[config.mk]
export PLATFORM = sky130hd
export DESIGN_NAME = midi_rx_fifo
export DESIGN_NICKNAME = d
export VERILOG_FILES = /design/src/rtl/vicmidi_pkg.sv /design/src/rtl/midi_fifo.sv /design/src/rtl/midi_rx_fifo.sv
export SDC_FILE = /design/constraint.sdc
export NUM_CORES = 1
export LEC_CHECK = 0
export CORE_MARGIN = 3
export CORE_UTILIZATION = 64
export DETAILED_ROUTE_END_ITERATION = 8
export GPL_TIMING_DRIVEN = 0
export PLACE_DENSITY = 0.81
export SLEW_MARGIN = 20
export SYNTH_ARGS = -nofsm -noshare
export SYNTH_HDL_FRONTEND = slang
export SYNTH_SLANG_ARGS = --single-unit
[constraint.sdc]
create_clock -name clock -period 4.3 [get_ports clock]
set_input_delay 0.645 -clock clock [delete_from_list [all_inputs] [get_ports clock]]
set_output_delay 0.645 -clock clock [all_outputs]
set_load 0.01 [all_outputs]
[src/rtl/vicmidi_pkg.sv]
// Shared definitions for the MIDI receive FIFO: receiver FSM states,
// register window addresses and status/control bit positions.
package vicmidi_pkg;

    typedef enum logic [2:0] {
        ST_IDLE  = 3'd0,
        ST_START = 3'd1,
        ST_DATA  = 3'd2,
        ST_STOP  = 3'd3,
        ST_BREAK = 3'd4
    } rx_state_e;

    // Register window addresses
    localparam logic REG_DATA = 1'b0;
    localparam logic REG_STAT = 1'b1;

    // STATUS read bit positions
    localparam int STAT_NE      = 0;
    localparam int STAT_FULL    = 1;
    localparam int STAT_OVR     = 2;
    localparam int STAT_FERR    = 3;
    localparam int STAT_CNT_LSB = 4;
    localparam int STAT_IEN     = 7;

    // CONTROL write bit positions
    localparam int CTRL_CLR_OVR  = 2;
    localparam int CTRL_CLR_FERR = 3;
    localparam int CTRL_FLUSH    = 6;
    localparam int CTRL_IEN      = 7;

endpackage

[src/rtl/midi_fifo.sv]
// Small synchronous FIFO holding received MIDI bytes. Flush overrides any
// push/pop in the same cycle; a pop on empty is ignored; a push into a full
// FIFO is accepted only when a pop frees a slot in the same cycle.
module midi_fifo #(
    parameter int FIFO_AW = 3,
    parameter int DW      = 8
) (
    input  logic               clock,
    input  logic               reset,
    input  logic               push,
    input  logic               pop,
    input  logic               flush,
    input  logic [DW-1:0]      din,
    output logic [DW-1:0]      dout,
    output logic [FIFO_AW:0]   count,
    output logic               full,
    output logic               empty
);

    localparam int DEPTH = 1 << FIFO_AW;
    localparam logic [FIFO_AW:0] FULL_CNT = {1'b1, {FIFO_AW{1'b0}}};

    logic [DW-1:0]      mem_q [DEPTH];
    logic [FIFO_AW-1:0] wr_ptr_q, wr_ptr_d;
    logic [FIFO_AW-1:0] rd_ptr_q, rd_ptr_d;
    logic [FIFO_AW:0]   count_q, count_d;
    logic               do_push, do_pop;

    assign full    = (count_q == FULL_CNT);
    assign empty   = (count_q == '0);
    assign do_pop  = pop & ~empty & ~flush;
    assign do_push = push & ~flush & (~full | do_pop);
    assign dout    = mem_q[rd_ptr_q];
    assign count   = count_q;

    // Next pointer/count values; pointers wrap naturally modulo depth
    always_comb begin
        wr_ptr_d = wr_ptr_q;
        rd_ptr_d = rd_ptr_q;
        count_d  = count_q;
        if (flush) begin
            wr_ptr_d = '0;
            rd_ptr_d = '0;
            count_d  = '0;
        end else begin
            if (do_push) wr_ptr_d = wr_ptr_q + 1'b1;
            if (do_pop)  rd_ptr_d = rd_ptr_q + 1'b1;
            case ({do_push, do_pop})
                2'b10:   count_d = count_q + 1'b1;
                2'b01:   count_d = count_q - 1'b1;
                default: count_d = count_q;
            endcase
        end
    end

    // Pointer and occupancy registers
    always_ff @(posedge clock or negedge reset) begin
        if (!reset) begin
            wr_ptr_q <= '0;
            rd_ptr_q <= '0;
            count_q  <= '0;
        end else begin
            wr_ptr_q <= wr_ptr_d;
            rd_ptr_q <= rd_ptr_d;
            count_q  <= count_d;
        end
    end

    // Storage array; contents need no reset since occupancy gates reads
    always_ff @(posedge clock) begin
        if (do_push) mem_q[wr_ptr_q] <= din;
    end

endmodule

[src/rtl/midi_rx_fifo.sv]
// MIDI serial receiver (8N1, LSB first) feeding a byte FIFO that the host
// drains through a DATA/STATUS register window, with an active-low IRQ.
module midi_rx_fifo
    import vicmidi_pkg::*;
#(
    parameter int CLKS_PER_BIT = 32,
    parameter int FIFO_AW      = 3
) (
    input  logic       clock,
    input  logic       reset,
    input  logic       rxd,
    input  logic       sel,
    input  logic       r_w,
    input  logic       addr,
    input  logic [7:0] data_in,
    output logic [7:0] data_out,
    output logic       data_oe,
    output logic       irq_n,
    output logic       rx_led
);

    localparam int CW = $clog2(CLKS_PER_BIT);
    localparam logic [CW-1:0] LAST_C = CW'(CLKS_PER_BIT - 1);
    localparam logic [CW-1:0] HALF_C = CW'(CLKS_PER_BIT / 2 - 1);

    // Status count field is 3 bits wide; a full FIFO reads as 7
    function automatic logic [2:0] sat_count3(input logic [FIFO_AW:0] cnt);
        if (cnt > (FIFO_AW+1)'(7)) return 3'd7;
        return cnt[2:0];
    endfunction

    rx_state_e        state_q, state_d;
    logic [CW-1:0]    clkcnt_q, clkcnt_d;
    logic [2:0]       bitcnt_q, bitcnt_d;
    logic [7:0]       shreg_q, shreg_d;
    logic             rx_meta_q, rxs_q;
    logic             rx_push, ferr_set;

    logic             rd_act_q, wr_act_q;
    logic             rd_now, wr_now;
    logic [3:0]       wr_ctrl_q;        // {ien, flush, clr_ferr, clr_ovr}
    logic             pop, commit, flush;
    logic             ien_q, ovr_q, ferr_q;
    logic             irq_n_q, rx_led_q;

    logic [7:0]       fifo_dout;
    logic [FIFO_AW:0] fifo_count;
    logic             fifo_full, fifo_empty;
    logic [7:0]       status;
    logic             unused_data_in;

    assign unused_data_in = ^{data_in[5:4], data_in[1:0]};

    // Two-flop synchroniser for the asynchronous serial line
    always_ff @(posedge clock or negedge reset) begin
        if (!reset) begin
            rx_meta_q <= 1'b1;
            rxs_q     <= 1'b1;
        end else begin
            rx_meta_q <= rxd;
            rxs_q     <= rx_meta_q;
        end
    end

    // Receiver FSM state and counters
    always_ff @(posedge clock or negedge reset) begin
        if (!reset) begin
            state_q  <= ST_IDLE;
            clkcnt_q <= '0;
            bitcnt_q <= '0;
        end else begin
            state_q  <= state_d;
            clkcnt_q <= clkcnt_d;
            bitcnt_q <= bitcnt_d;
        end
    end

    // Shift register is pure data, always fully rewritten before a push
    always_ff @(posedge clock) begin
        shreg_q <= shreg_d;
    end

    // Receiver next-state: half-bit check of the start bit, then centred sampling
    always_comb begin
        state_d  = state_q;
        clkcnt_d = clkcnt_q;
        bitcnt_d = bitcnt_q;
        shreg_d  = shreg_q;
        rx_push  = 1'b0;
        ferr_set = 1'b0;
        case (state_q)
            ST_IDLE: begin
                if (!rxs_q) begin
                    state_d  = ST_START;
                    clkcnt_d = '0;
                    bitcnt_d = '0;
                end
            end
            ST_START: begin
                if (clkcnt_q == HALF_C) begin
                    clkcnt_d = '0;
                    state_d  = rxs_q ? ST_IDLE : ST_DATA;
                end else begin
                    clkcnt_d = clkcnt_q + 1'b1;
                end
            end
            ST_DATA: begin
                if (clkcnt_q == LAST_C) begin
                    clkcnt_d          = '0;
                    shreg_d[bitcnt_q] = rxs_q;
                    if (bitcnt_q == 3'd7) state_d  = ST_STOP;
                    else                  bitcnt_d = bitcnt_q + 1'b1;
                end else begin
                    clkcnt_d = clkcnt_q + 1'b1;
                end
            end
            ST_STOP: begin
                if (clkcnt_q == LAST_C) begin
                    clkcnt_d = '0;
                    if (rxs_q) begin
                        rx_push = 1'b1;
                        state_d = ST_IDLE;
                    end else begin
                        ferr_set = 1'b1;
                        state_d  = ST_BREAK;
                    end
                end else begin
                    clkcnt_d = clkcnt_q + 1'b1;
                end
            end
            ST_BREAK: begin
                if (rxs_q) state_d = ST_IDLE;
            end
            default: state_d = ST_IDLE;
        endcase
    end

    // Bus access decode: pop and control commit fire when the access ends
    assign rd_now  = sel & r_w & (addr == REG_DATA);
    assign wr_now  = sel & ~r_w & (addr == REG_STAT);
    assign pop     = rd_act_q & ~rd_now;
    assign commit  = wr_act_q & ~wr_now;
    assign flush   = commit & wr_ctrl_q[2];
    assign data_oe = sel & r_w;

    // Remember whether the previous cycle was inside a DATA read / CONTROL write
    always_ff @(posedge clock or negedge reset) begin
        if (!reset) begin
            rd_act_q <= 1'b0;
            wr_act_q <= 1'b0;
        end else begin
            rd_act_q <= rd_now;
            wr_act_q <= wr_now;
        end
    end

    // Capture the control bits while the write is held on the bus
    always_ff @(posedge clock) begin
        if (wr_now) wr_ctrl_q <= {data_in[CTRL_IEN], data_in[CTRL_FLUSH],
                                  data_in[CTRL_CLR_FERR], data_in[CTRL_CLR_OVR]};
    end

    // Sticky error flags and interrupt enable; a new error beats a clear
    always_ff @(posedge clock or negedge reset) begin
        if (!reset) begin
            ien_q  <= 1'b0;
            ovr_q  <= 1'b0;
            ferr_q <= 1'b0;
        end else begin
            if (commit) ien_q <= wr_ctrl_q[3];
            if (rx_push & fifo_full & ~pop & ~flush) ovr_q <= 1'b1;
            else if (commit & wr_ctrl_q[0])          ovr_q <= 1'b0;
            if (ferr_set)                            ferr_q <= 1'b1;
            else if (commit & wr_ctrl_q[1])          ferr_q <= 1'b0;
        end
    end

    midi_fifo #(
        .FIFO_AW (FIFO_AW),
        .DW      (8)
    ) u_fifo (
        .clock (clock),
        .reset (reset),
        .push  (rx_push),
        .pop   (pop),
        .flush (flush),
        .din   (shreg_q),
        .dout  (fifo_dout),
        .count (fifo_count),
        .full  (fifo_full),
        .empty (fifo_empty)
    );

    // Status byte and read mux; bus data is zero whenever not driving
    always_comb begin
        status                       = '0;
        status[STAT_IEN]             = ien_q;
        status[STAT_CNT_LSB +: 3]    = sat_count3(fifo_count);
        status[STAT_FERR]            = ferr_q;
        status[STAT_OVR]             = ovr_q;
        status[STAT_FULL]            = fifo_full;
        status[STAT_NE]              = ~fifo_empty;
        data_out = 8'h00;
        if (sel & r_w) begin
            if (addr == REG_DATA) data_out = fifo_empty ? 8'h00 : fifo_dout;
            else                  data_out = status;
        end
    end

    // Registered interrupt and activity indicator
    always_ff @(posedge clock or negedge reset) begin
        if (!reset) begin
            irq_n_q  <= 1'b1;
            rx_led_q <= 1'b0;
        end else begin
            irq_n_q  <= ~(ien_q & (~fifo_empty | ovr_q | ferr_q));
            rx_led_q <= (state_q != ST_IDLE);
        end
    end

    assign irq_n  = irq_n_q;
    assign rx_led = rx_led_q;

endmodule
==> results.tsv <==
stage	metric	value	unit
run_status	run status	complete, no violations	
critical_path	crit-path cells	clkbuf_1 > clkbuf_1 > mux4_2 > mux2_2 > a22oi_1 > nor2_1 > clkdlybuf4s50_1	
yosys	Synth Area in Adders	0.02448	
place	placed cell area	0.004926	mm²
finish	ant diodes	0	
critical_path	Largest stage delay, worst path	0.57	ns
route	vias	2721	
critical_path	Crit Path Category	register to output port	
cts	CTS tree	built	
yosys	Post-synth top flop	edfxtp_1	
critical_path	Critical Path Sink Type	output port	
sta	worst slew pin tran	0.9473	ns
yosys	Mapped Area	0.004601	mm²
critical_path	R2R depth	8	
finish	layout cells sized above 1	0.1601	
pwr	Final Total Pwr	0.002505	W
cts	hold_buf cts	0	
place	Placer Congestion	0.8488	
cts	Clock Tree Root	clkbuf_8	
sta	Achievable Freq	0.2675	GHz
route	WL/cell	18.52	µm
finish	area delta synth->final	10.93	%
yosys	Synth area leader	edfxtp_1	
pwr	Worst VDD drop	0.2725	mV
global_routing	grt ovf	0	
yosys	Mean Syn Cell Area	14.38	µm²
worst_hold_path	HP Class	input pin to async pin	
die	Starting Density	0.6698	
critical_path	flop-to-flop setup slack	1.02	ns
yosys	XOR/XNOR Fraction of Synth Area	0.007615	
global_routing	global-route wire length before repair	14050	µm
cts	clock slew at reported path FFs	0.10	ns
critical_path	most used cell, CP	clkbuf_1	
die	Die Height	90.79	µm
global_routing	antenna violations before repair	0	
yosys	total number of yosys warnings	0	
route	vias per cell	6.020	
critical_path	slowest CP cell	clkbuf_1	
yosys	register bit total from synthesis	106	
yosys	asr flop ratio synth	0.2830	
cts	Clock Latency Late Sink	0.37	ns
route	drt initial violations	201	
yosys	Synth top area share	0.4961	
yosys	Synthesized Nets	343	
yosys	distinct cell type count of the synthesized netlist	51	
sta	Setup TNS	0	ns
pwr	P_leak	1.788	nW
route	final wirelength	8373	µm
die	die area	0.008242	mm²
yosys	Synth area leaders	edfxtp_1 (50%), dfrtp_1 (15%), mux4_2 (7.8%), ha_1 (2.4%), nor2_1 (2.4%)	
critical_path	CP Data Required Time	3.65	ns
yosys	Seq/Total Area, Yosys	0.6600	
cts	total CTS buffers	9	
critical_path	reg-to-reg critical path endpoint	u_fifo.mem_q[7][3]$_DFFE_PP_	
critical_path	Critical Path AT	3.09	ns
sta	final worst path period share	0.8693	
yosys	Post-synth EDFFs	76	
yosys	Simple-Gate Fraction of Synth Area	0.1221	
place	PortBufs	20	
cts	postcts setup bufs	0	
sta	worst rel slew slack	0.3627	
cts	Sink Count	106	
sta	fin crit period	3.738	ns
yosys	top-count cell post-synth	edfxtp_1	
yosys	largest family of logic cells by synthesized area	simple AND/OR/NAND/NOR gates	
place	Post-DP HPWL	5820	µm
die	core area	0.006869	mm²
sta	Fin. Hold Viols	0	
cts	Max Buffers Root-to-Sink	2	
job	maxcap violations	0	
finish	area of the multi-input gates	0.001465	mm²
die	die width	90.79	µm
place	placed insts	436	
cts	htree depth	3	
global_routing	gr usage total	0.2222	
sta	unrepaired setup endpoints after global routing	no	
die	Cell Rows	30	
global_routing	vias in the first global route	2789	
finish	Non-Filler Instances	452	
critical_path	Worst Setup Start Kind	register	
finish	Nets	374	
yosys	mux contribution to synthesized area	0.09927	
global_routing	pin count of the biggest net entering global routing	31	
finish	register area	0.003037	mm²
route	DRT Pass-1 Iters	4	
sta	clock skew	0.01137	ns
finish	Layout fillers	458	
die	IO Count	25	
yosys	Syn Inst Count	320	
route	remaining antenna violation count	0	
cts	post-CTS sizing	0	
yosys	post-synthesis compound-gate area fraction	0.06282	
route	DRC errors left	0	
sta	Setup-failing EPs final	0	
sta	max-slew violation count	0	
pwr	Pwr Density	490.8	mW/mm²
yosys	synth cell count leaders	edfxtp_1 (76), nor2_1 (30), dfrtp_1 (27)	
critical_path	Worst Path Max Fanout	10	
critical_path	R2R Path Start	clkcnt_q[0]$_DFFE_PN0P_	
finish	post-route design area	0.005104	mm²
-- state kept, by name (all words and copies together) (netlist names), 3 cells and up --
| register | cells |
|---|---|
| u_fifo.wr_ptr_q | 3 |
| state_q | 3 |
| u_fifo.count | 4 |
| u_fifo.rd_ptr_q | 3 |
| bitcnt_q | 3 |
| clkcnt_q | 5 |
| wr_ctrl_q | 4 |
| shreg_q | 8 |
| u_fifo.mem_q | 64 |
-- critical path: cells and delay by family, from the launching register on --
kind,cells,cell delay (ns)
buffers and inverters,3,1.42
AO/OA/AOI/OAI,1,0.16
AND/OR/NAND/NOR,1,0.06
flip-flops,1,0.39
multiplexers,2,0.70
-- cell families (layout without fill, tap and decap cells) --
| kind of cell | after synthesis | after routing |
|---|---|---|
| xor gates and xnor gates | 4 | 4 |
| buffers and inverters | 23 | 59 |
| DFF | 106 | 106 |
| adders and majority gates | 9 | 9 |
| AOI/OAI and AO/OA | 43 | 43 |
| and+or+nand+nor | 110 | 110 |
| muxes | 25 | 25 |
-- worst max-delay path by stage --
stage                                    from                      endpoint  slack [ns]  depth (start not counted)
2_1_floorplan         clkcnt_q[0]$_DFFE_PN0P_  u_fifo.mem_q[1][0]$_DFFE_PP_        1.54                          8
4_1_cts        u_fifo.rd_ptr_q[1]$_DFFE_PN0P_                   data_out[4]        0.53                          7
5_1_grt        u_fifo.rd_ptr_q[1]$_DFFE_PN0P_                   data_out[2]        0.38                          7
3_3_place_gp                             addr  u_fifo.mem_q[0][3]$_DFFE_PP_        0.64                          6
3_5_place_dp   u_fifo.rd_ptr_q[1]$_DFFE_PN0P_                   data_out[4]        0.95                          7
6_report       u_fifo.rd_ptr_q[1]$_DFFE_PN0P_                   data_out[2]        0.56                          7
-- where the power goes --
group	internal [W]	switching (W)
clock network	0.000217	0.000334
logic	0.000354	0.000357
registers	0.00117	0.0000779
-- placed cells by master, fill, tap and decap left out, types with 5 or more instances in the layout --
| master | count |
|---|---|
| nand3_1 | 5 |
| dfrtp_1 | 27 |
| o21ai_0 | 14 |
| nor2b_1 | 5 |
| clkbuf_1 | 9 |
| nand2_1 | 24 |
| nand2b_1 | 8 |
| a21oi_1 | 7 |
| ha_1 | 9 |
| inv_1 | 9 |
| clkbuf_8 | 9 |
| clkdlybuf4s50_1 | 19 |
| mux2_2 | 5 |
| edfxtp_1 | 76 |
| mux4_2 | 16 |
| nor3_1 | 12 |
| nor2_1 | 30 |
-- layout make-up --
type,instances,share of cell area
Multi-Input combinational cell,191,0.2871
Clock inverter,6,0.009806
Inverter,9,0.006619
Buffer,14,0.01471
Tap cell,96,0.02354
Sequential cell,106,0.5950
Timing Repair Buffer,20,0.03824
Clock buffer,10,0.02501
-- per-layer routing --
| metal | up-vias | global-route usage | routed length [µm] |
|---|---|---|---|
| met5 | - | 0 | 0 |
| met4 | 0 | 0.09422 | 155 |
| met3 | 19 | 0.03500 | 312 |
| met2 | 66 | 0.3737 | 4317 |
| met1 | 1361 | 0.2903 | 3587 |
| li1 | 1275 | - | - |
-- through the flow --
stage	setup WS (ns)	hold WS, ns	util
6_report	0.5619	0.3128	0.7430
5_1_grt	0.3776	0.3316	0.7430
4_1_cts	0.5345	0.3130	0.7430
3_5_place_dp	0.9503	0.3475	0.7171
3_3_place_gp	0.6423	0.3506	0.7164
2_1_floorplan	1.545	0.3452	-
(Power assumes the default switching activity.)
